==> config.mk <==
export PLATFORM = sky130hd
export DESIGN_NAME = tlc_multi_dir
export DESIGN_NICKNAME = d
export VERILOG_FILES = /design/src/rtl/tlc_multi_dir.sv
export SDC_FILE = /design/constraint.sdc
export NUM_CORES = 1
export LEC_CHECK = 0
export CAP_MARGIN = 20
export CORE_AREA = 2 2 39 41
export CTS_BUF_LIST = sky130_fd_sc_hd__clkbuf_8
export DETAILED_ROUTE_END_ITERATION = 10
export DIE_AREA = 0 0 41 43
export PLACE_DENSITY = 0.74
export SYNTH_ARGS = -nofsm -noshare
export SYNTH_HDL_FRONTEND = slang
export SYNTH_SLANG_ARGS = --single-unit
==> constraint.sdc <==
create_clock -name clk -period 3.51 [get_ports clk]
set_input_delay 0.8775 -clock clk [delete_from_list [all_inputs] [get_ports clk]]
set_output_delay 0.8775 -clock clk [all_outputs]
set_load 0.03 [all_outputs]
==> src/rtl/tlc_multi_dir.sv <==
// Multi-approach traffic light controller: round-robin GREEN -> YELLOW -> ALLRED with demand skipping.
// Optional emergency preemption is enabled by defining EMERG_PREEMPT_EN.
module tlc_multi_dir #(
  parameter int unsigned NUM_DIR  = 2,
  parameter int unsigned DIR_W    = 2,
  parameter int unsigned CNT_W    = 4,
  parameter int unsigned GREEN_T  = 8,
  parameter int unsigned YELLOW_T = 3,
  parameter int unsigned ALLRED_T = 2
) (
  input  logic               clk,
  input  logic               rst,
  input  logic               en,
  input  logic [NUM_DIR-1:0] demand,
`ifdef EMERG_PREEMPT_EN
  input  logic               emerg_req,
  input  logic [DIR_W-1:0]   emerg_dir,
`endif
  output logic [1:0]         state,
  output logic [DIR_W-1:0]   dir,
  output logic [CNT_W-1:0]   count,
  output logic [NUM_DIR-1:0] green,
  output logic [NUM_DIR-1:0] yellow,
  output logic [NUM_DIR-1:0] red
);

  typedef enum logic [1:0] {
    ST_GREEN  = 2'b00,
    ST_YELLOW = 2'b01,
    ST_ALLRED = 2'b10
  } state_e;

  localparam logic [CNT_W-1:0] G_LAST  = CNT_W'(GREEN_T - 1);
  localparam logic [CNT_W-1:0] Y_LAST  = CNT_W'(YELLOW_T - 1);
  localparam logic [CNT_W-1:0] AR_LAST = CNT_W'(ALLRED_T - 1);
  localparam logic [DIR_W-1:0] DIR_RST = DIR_W'(NUM_DIR - 1);

  state_e             state_q, state_d;
  logic [DIR_W-1:0]   dir_q, dir_d;
  logic [CNT_W-1:0]   count_q, count_d;

  logic               rr_found;
  logic [DIR_W-1:0]   rr_dir;
  int unsigned        rr_best;
  int unsigned        rr_dist;

  logic               run;
  logic               trunc;
  logic               hold;
  logic               pre_exit;
  logic [DIR_W-1:0]   pre_dir;

`ifdef EMERG_PREEMPT_EN
  assign run      = en | emerg_req;
  assign trunc    = emerg_req & (dir_q != emerg_dir);
  assign hold     = emerg_req & (dir_q == emerg_dir);
  assign pre_exit = emerg_req;
  assign pre_dir  = emerg_dir;
`else
  assign run      = en;
  assign trunc    = 1'b0;
  assign hold     = 1'b0;
  assign pre_exit = 1'b0;
  assign pre_dir  = '0;
`endif

  // Nearest demanding approach after dir_q; dir_q itself counts as the farthest (distance NUM_DIR).
  always_comb begin
    rr_found = 1'b0;
    rr_dir   = dir_q;
    rr_best  = NUM_DIR + 1;
    rr_dist  = 0;
    for (int unsigned i = 0; i < NUM_DIR; i++) begin
      rr_dist = (i + NUM_DIR - 32'(dir_q)) % NUM_DIR;
      if (rr_dist == 0) rr_dist = NUM_DIR;
      if (demand[i] && (rr_dist < rr_best)) begin
        rr_best  = rr_dist;
        rr_dir   = DIR_W'(i);
        rr_found = 1'b1;
      end
    end
  end

  always_comb begin
    state_d = state_q;
    dir_d   = dir_q;
    count_d = count_q;
    if (run) begin
      unique case (state_q)
        ST_GREEN: begin
          if (trunc) begin
            state_d = ST_YELLOW;
            count_d = '0;
          end else if (count_q == G_LAST) begin
            if (!hold) begin
              state_d = ST_YELLOW;
              count_d = '0;
            end
          end else begin
            count_d = count_q + 1'b1;
          end
        end
        ST_YELLOW: begin
          if (count_q == Y_LAST) begin
            state_d = ST_ALLRED;
            count_d = '0;
          end else begin
            count_d = count_q + 1'b1;
          end
        end
        ST_ALLRED: begin
          if (count_q == AR_LAST) begin
            if (pre_exit) begin
              state_d = ST_GREEN;
              dir_d   = pre_dir;
              count_d = '0;
            end else if (rr_found) begin
              state_d = ST_GREEN;
              dir_d   = rr_dir;
              count_d = '0;
            end
          end else begin
            count_d = count_q + 1'b1;
          end
        end
        default: begin
          state_d = ST_ALLRED;
          count_d = '0;
        end
      endcase
    end
  end

  always_ff @(posedge clk or negedge rst) begin
    if (!rst) begin
      state_q <= ST_ALLRED;
      dir_q   <= DIR_RST;
      count_q <= '0;
    end else begin
      state_q <= state_d;
      dir_q   <= dir_d;
      count_q <= count_d;
    end
  end

  assign state = state_q;
  assign dir   = dir_q;
  assign count = count_q;

  always_comb begin
    green  = '0;
    yellow = '0;
    red    = '1;
    for (int unsigned i = 0; i < NUM_DIR; i++) begin
      if (dir_q == DIR_W'(i)) begin
        green[i]  = (state_q == ST_GREEN);
        yellow[i] = (state_q == ST_YELLOW);
        red[i]    = (state_q == ST_ALLRED);
      end
    end
  end

endmodule

# Word level (Yosys, flattened, before mapping)
# Cells that the tools add are included.
# W data, S select, Z words.
word_totals:
  output_inout_bits: 14
  reg_bits: 8
op_classes:
  n_lt_le_gt_ge: 2
  n_mux: 23
  reduce_logical: 10
  n_addsub: 3
  n_eq_ne: 11
ops:
  columns: ["cell", "n"]
  rows:
  - ["$logic_not A32 Y1", 2]
  - ["$lt A32 B2 Y1 const B", 1]
  - ["$lt A32 B32 Y1", 1]
  - ["$mux W2", 9]
  - ["$mux W4", 4]
  - ["$pmux W4 S3", 1]
  - ["$reduce_and A5 Y1", 2]
  - ["$mux W1", 8]
  - ["$ne A2 B2 Y1 const B", 4]
  - ["$pmux W2 S3", 1]
  - ["$add A4 B1 Y4 const B", 1]
  - ["$eq A2 B1 Y1 const B", 2]
  - ["$eq A4 B1 Y1 const B", 1]
  - ["$eq A4 B2 Y1 const B", 1]
  - ["$eq A4 B3 Y1 const B", 1]
  - ["$logic_not A2 Y1", 2]
  - ["$ne A3 B3 Y1 const B", 1]
  - ["$eq A2 B2 Y1 const B", 1]
  - ["$logic_and A1 B1 Y1", 2]
  - ["$reduce_and A2 Y1", 1]
  - ["$reduce_bool A2 Y1", 1]
  - ["$sub A1 B1 Y1 const A", 2]

# Longest topological paths before layout
depth:
  depth_word: 12
  mapped_depth: 6

# Least setup slack after synthesis
# Ideal clock, no wire load.
synth_timing:
  path_type: "flip-flop to output port"
  startpoint: "register dir_q[0], in the netlist dir[0]"
  endpoint: "output port green[1]"
  required_ps: 2633
  stages_incl_launch_ff: 3
  setup_slack_ps: 1228
  t_arrival_ps: 1404
  n_path_buf: 0
  path_cell_list: "dfstp_2 > inv_1 > nor3_1"
synth_via:
  elab_chain_cells: 2
synth_lines:
  columns: ["element", "line_no", "text"]
  rows:
  - ["start: declaration", "39", "logic [DIR_W-1:0] dir_q, dir_d;"]
  - ["start signal: assignment", "141", "dir_q <= dir_d;"]
  - ["$eq A2 B1 Y1", "155", "if (dir_q == DIR_W'(i)) begin"]
  - ["$mux W1", "155", null]
  - ["end: declaration", "22", "output logic [NUM_DIR-1:0] green,"]
# Every way passes these cells.

# Worst setup path after layout
layout_timing:
  startpoint: "register state_q[1], in the netlist state[1]"
  endpoint: "output port red[0]"
layout_via:
  elab_chain_cells: 2
layout_lines:
  columns: ["element", "line_no", "text"]
  rows:
  - ["start: declaration", "38", "state_e state_q, state_d;"]
  - ["start signal: assignment", "140", "state_q <= state_d;"]
  - ["$eq A2 B2 Y1", "158", "red[i] = (state_q == ST_ALLRED);"]
  - ["$mux W1", "155", null]
  - ["end: declaration", "24", "output logic [NUM_DIR-1:0] red"]
# Every way passes these cells.

==> metrics.md <==
| Metric | Value |
|---|---|
| Slowest CP cell | `clkdlybuf4s50_1` |
| Final nets | `91` |
| Hold_buf cts | `0` |
| DR vias | `544` |
| Gr usage total | `17.9%` |
| Clk root buf | `clkbuf_8` |
| Total grt overflow | `0` |
| Placement Cell Area | `709 sq um` |
| Die area | `1760 sq um` |
| Post-Syn Instances | `65` |
| Share of the core filled with cells | `54.6%` |
| Crit path time final | `2.76 ns` |
| Hold Startpoint | `dir[0]` |
| FP Rows | `14` |
| Worst-Margin Slew | `0.546 ns` |
| Clock share of power | `17.0%` |
| Final Cell Area | `756 sq um` |
| Layout area overhead | `38.2%` |
| Max Root-Sink Buffers | `2` |
| Synth top cells by count | `inv_1 (7), nor2_1 (7), dfrtp_1 (5)` |
| GR Util met2 | `26.6%` |
| Clk slew on worst S/H paths | `0.04 ns` |
| Initial DRT Pass Iterations | `4` |
| Startpoint types | `flip-flop` |
| CTS tree | `built` |
| Hpwl dp | `918 um` |
| Share of cells above drive strength 1 | `9.76%` |
| 1st-iter DRT viols | `26` |
| Place WS | `0.999 ns` |
| Die height | `43 um` |
| Syn_nets | `73` |
| Slowest cell delay on critical path | `0.67 ns` |
| Post-detailed-route count of antenna-violating nets | `0` |
| Mapped Area | `547 sq um` |
| Sw Ratio | `47.4%` |
| Synthesized area per cell | `8.41 sq um` |
| Synth top area cells | `dfrtp_1 (23%), dfstp_2 (9.6%), ha_1 (6.9%)` |
| Worst Slack Setup Final | `0.746 ns` |
| Later-pin clock latency in the skew report | `0.23 ns` |
| Post-route DRC violation count | `0` |
| Crit path max fanout | `12` |
| Initial core utilization | `39.5%` |
| Sinks on Clock Net | `7` |
| Global-route wire length before repair | `2.08 mm` |
| Vias in the first global route | `477` |
| DR WL/cell | `13.1 um` |
| Unrepaired setup endpoints after global routing | `no` |
| Hold crit path type | `flip-flop to flip-flop` |
| Gate power share | `56.6%` |
| Primary FF master, synth | `dfrtp_1` |
| Critical path data required time | `2.63 ns` |
| Seq/Total Area, Yosys | `32.5%` |
| Fin. Hold Viols | `0` |
| Fmax | `362 MHz` |
| Maximum vdd drop | `504 uV` |
| Status | `completed` |
| WL final | `1.28 mm` |
| Seq pwr share | `26.4%` |
| Max-Cap Viols | `0` |
| Postcts setup bufs | `0` |
| Arrival time worst endpoint | `1.89 ns` |
| Reg2reg start | `count[1]` |
| Synth cell types | `28` |
| Largest net degree at the start of global routing | `13` |
| Area share of the largest cell type after synthesis | `22.9%` |
| Switching Power | `327 uW` |
| Lkg Pwr | `0.000308 uW` |
| N_diodes | `0` |
| YS warnings | `0` |
| Vias/cell | `5.55` |
| Initial antenna violation count | `0` |
| PwrDens | `913 nW/um^2` |
| Fill count | `144` |
| Setup Viol. Count Final | `0` |
| Final worst path period share | `78.7%` |
| Async S/R FF share, synth | `100%` |
| WS Path Type | `flip-flop to primary output` |
| CTS resizes | `0` |
| EDFF count, synth | `0` |
| Die span in x | `41 um` |
| Max-slew violation count | `0` |
| # H-tree levels | `1` |
| # IOs | `19` |
| Yosys top cell by area | `dfrtp_1` |
| Total internal power | `363 uW` |
| Crit path cell chain | `nand2b_1 -> nand2_1 -> clkdlybuf4s50_1` |
| Worst clock skew | `0.00445 ns` |
| Crit. Startpoint | `state[1]` |
| Critical path capture point type | `primary output` |
| #FFs+latches synth | `7` |
| Final Wtd Congestion | `0.782` |
| IO Port Bufs | `17` |
| Num CTS Buffers | `3` |
| Met3 Use GR | `4.71%` |
| Gr busiest metal | `met2` |
| Setup TNS | `0 ns` |
| Normalized max-slew margin | `63.4%` |
| Core area | `1380 sq um` |
| GR Util met1 | `22.4%` |
## critical path: cells and delay by family, from the launching register on
family | cells | cell delay, ns
simple gates | 2 | 0.36
buf+inv | 1 | 0.67
flops | 1 | 0.63
## power groups by stage
stage                     combinational [uW]  clock, uW  sequential (uW)
after global placement                   385          0              179
after detailed placement                 390          0              180
final                                    391        117              182
after CTS                                392        122              180
after global routing                     428        124              188
after floorplan                          239          0              210
## cell type report
type                       instances  area (sq um)  share of cell area, %
multi-input combinational         47           315                   41.7
sequential                         7           178                   23.5
timing repair buffer              17           170                   22.5
clock buffer                       3          41.3                   5.46
inverter                           7          26.3                   3.48
tap                               16          20.0                   2.65
clock inverter                     1          5.00                  0.662
## worst paths after layout
kind / endpoint / slack (ns) / cells past startpoint
max reg2reg: count[3] / 1.58 / 6
min in group asynchronous: count[3] / 0.91 / 1
min reg2reg: dir[0] / 0.55 / 2
max: red[0] / 0.75 / 3
min: dir[0] / 0.55 / 2
max in group asynchronous: dir[0] / 2.30 / 1
## state kept, by name, summed over array words and instances, names as in the netlist
register and count:
dir 1, count 4, state 2
## per-layer routing
metal  vias up  routed length [um]
li1        269                   -
met1       244                 542
met2        27                 625
met3         4                  90
met4         0                  25
met5         -                   0
## logic make-up after synthesis
kind of cell               share of synthesized area (%)
AOI/OAI and AO/OA                                   29.8
other                                              0.686
DFF                                                 32.5
and+or+nand+nor                                     20.4
buffers and inverters                               9.84
adders and majority gates                           6.87
## stage by stage
stage / std cells / total power [uW] / hold WS (ns)
2_1_floorplan: 65 / 449 / 0.582
3_3_place_gp: 94 / 563 / 0.545
3_5_place_dp: 94 / 570 / 0.552
4_1_cts: 98 / 693 / 0.555
5_1_grt: 98 / 740 / 0.615
6_report: 98 / 690 / 0.554
## layout by cell type (no fill, tap or decap)
cell / synthesis / final
o41ai_1: 2 / 2
clkdlybuf4s50_1: 0 / 17
inv_1: 7 / 7
o22ai_1: 3 / 3
o21ai_0: 3 / 3
nand2b_1: 3 / 3
o21bai_1: 1 / 1
conb_1: 1 / 1
dfrtp_1: 5 / 5
dfstp_2: 2 / 2
o221ai_1: 1 / 1
o31ai_1: 1 / 1
o41ai_4: 1 / 1
a311oi_1: 1 / 1
nor2_1: 7 / 7
a21oi_1: 4 / 4
a31oi_1: 1 / 1
ha_1: 3 / 3
or3b_4: 1 / 1
a222oi_1: 1 / 1
clkbuf_8: 0 / 3
nand3_1: 1 / 1
o211ai_1: 2 / 2
nor3b_1: 2 / 2
clkinv_2: 0 / 1
nor3_1: 4 / 4
nand2_1: 4 / 4
No activity file was read; power rests on OpenSTA's default activity.
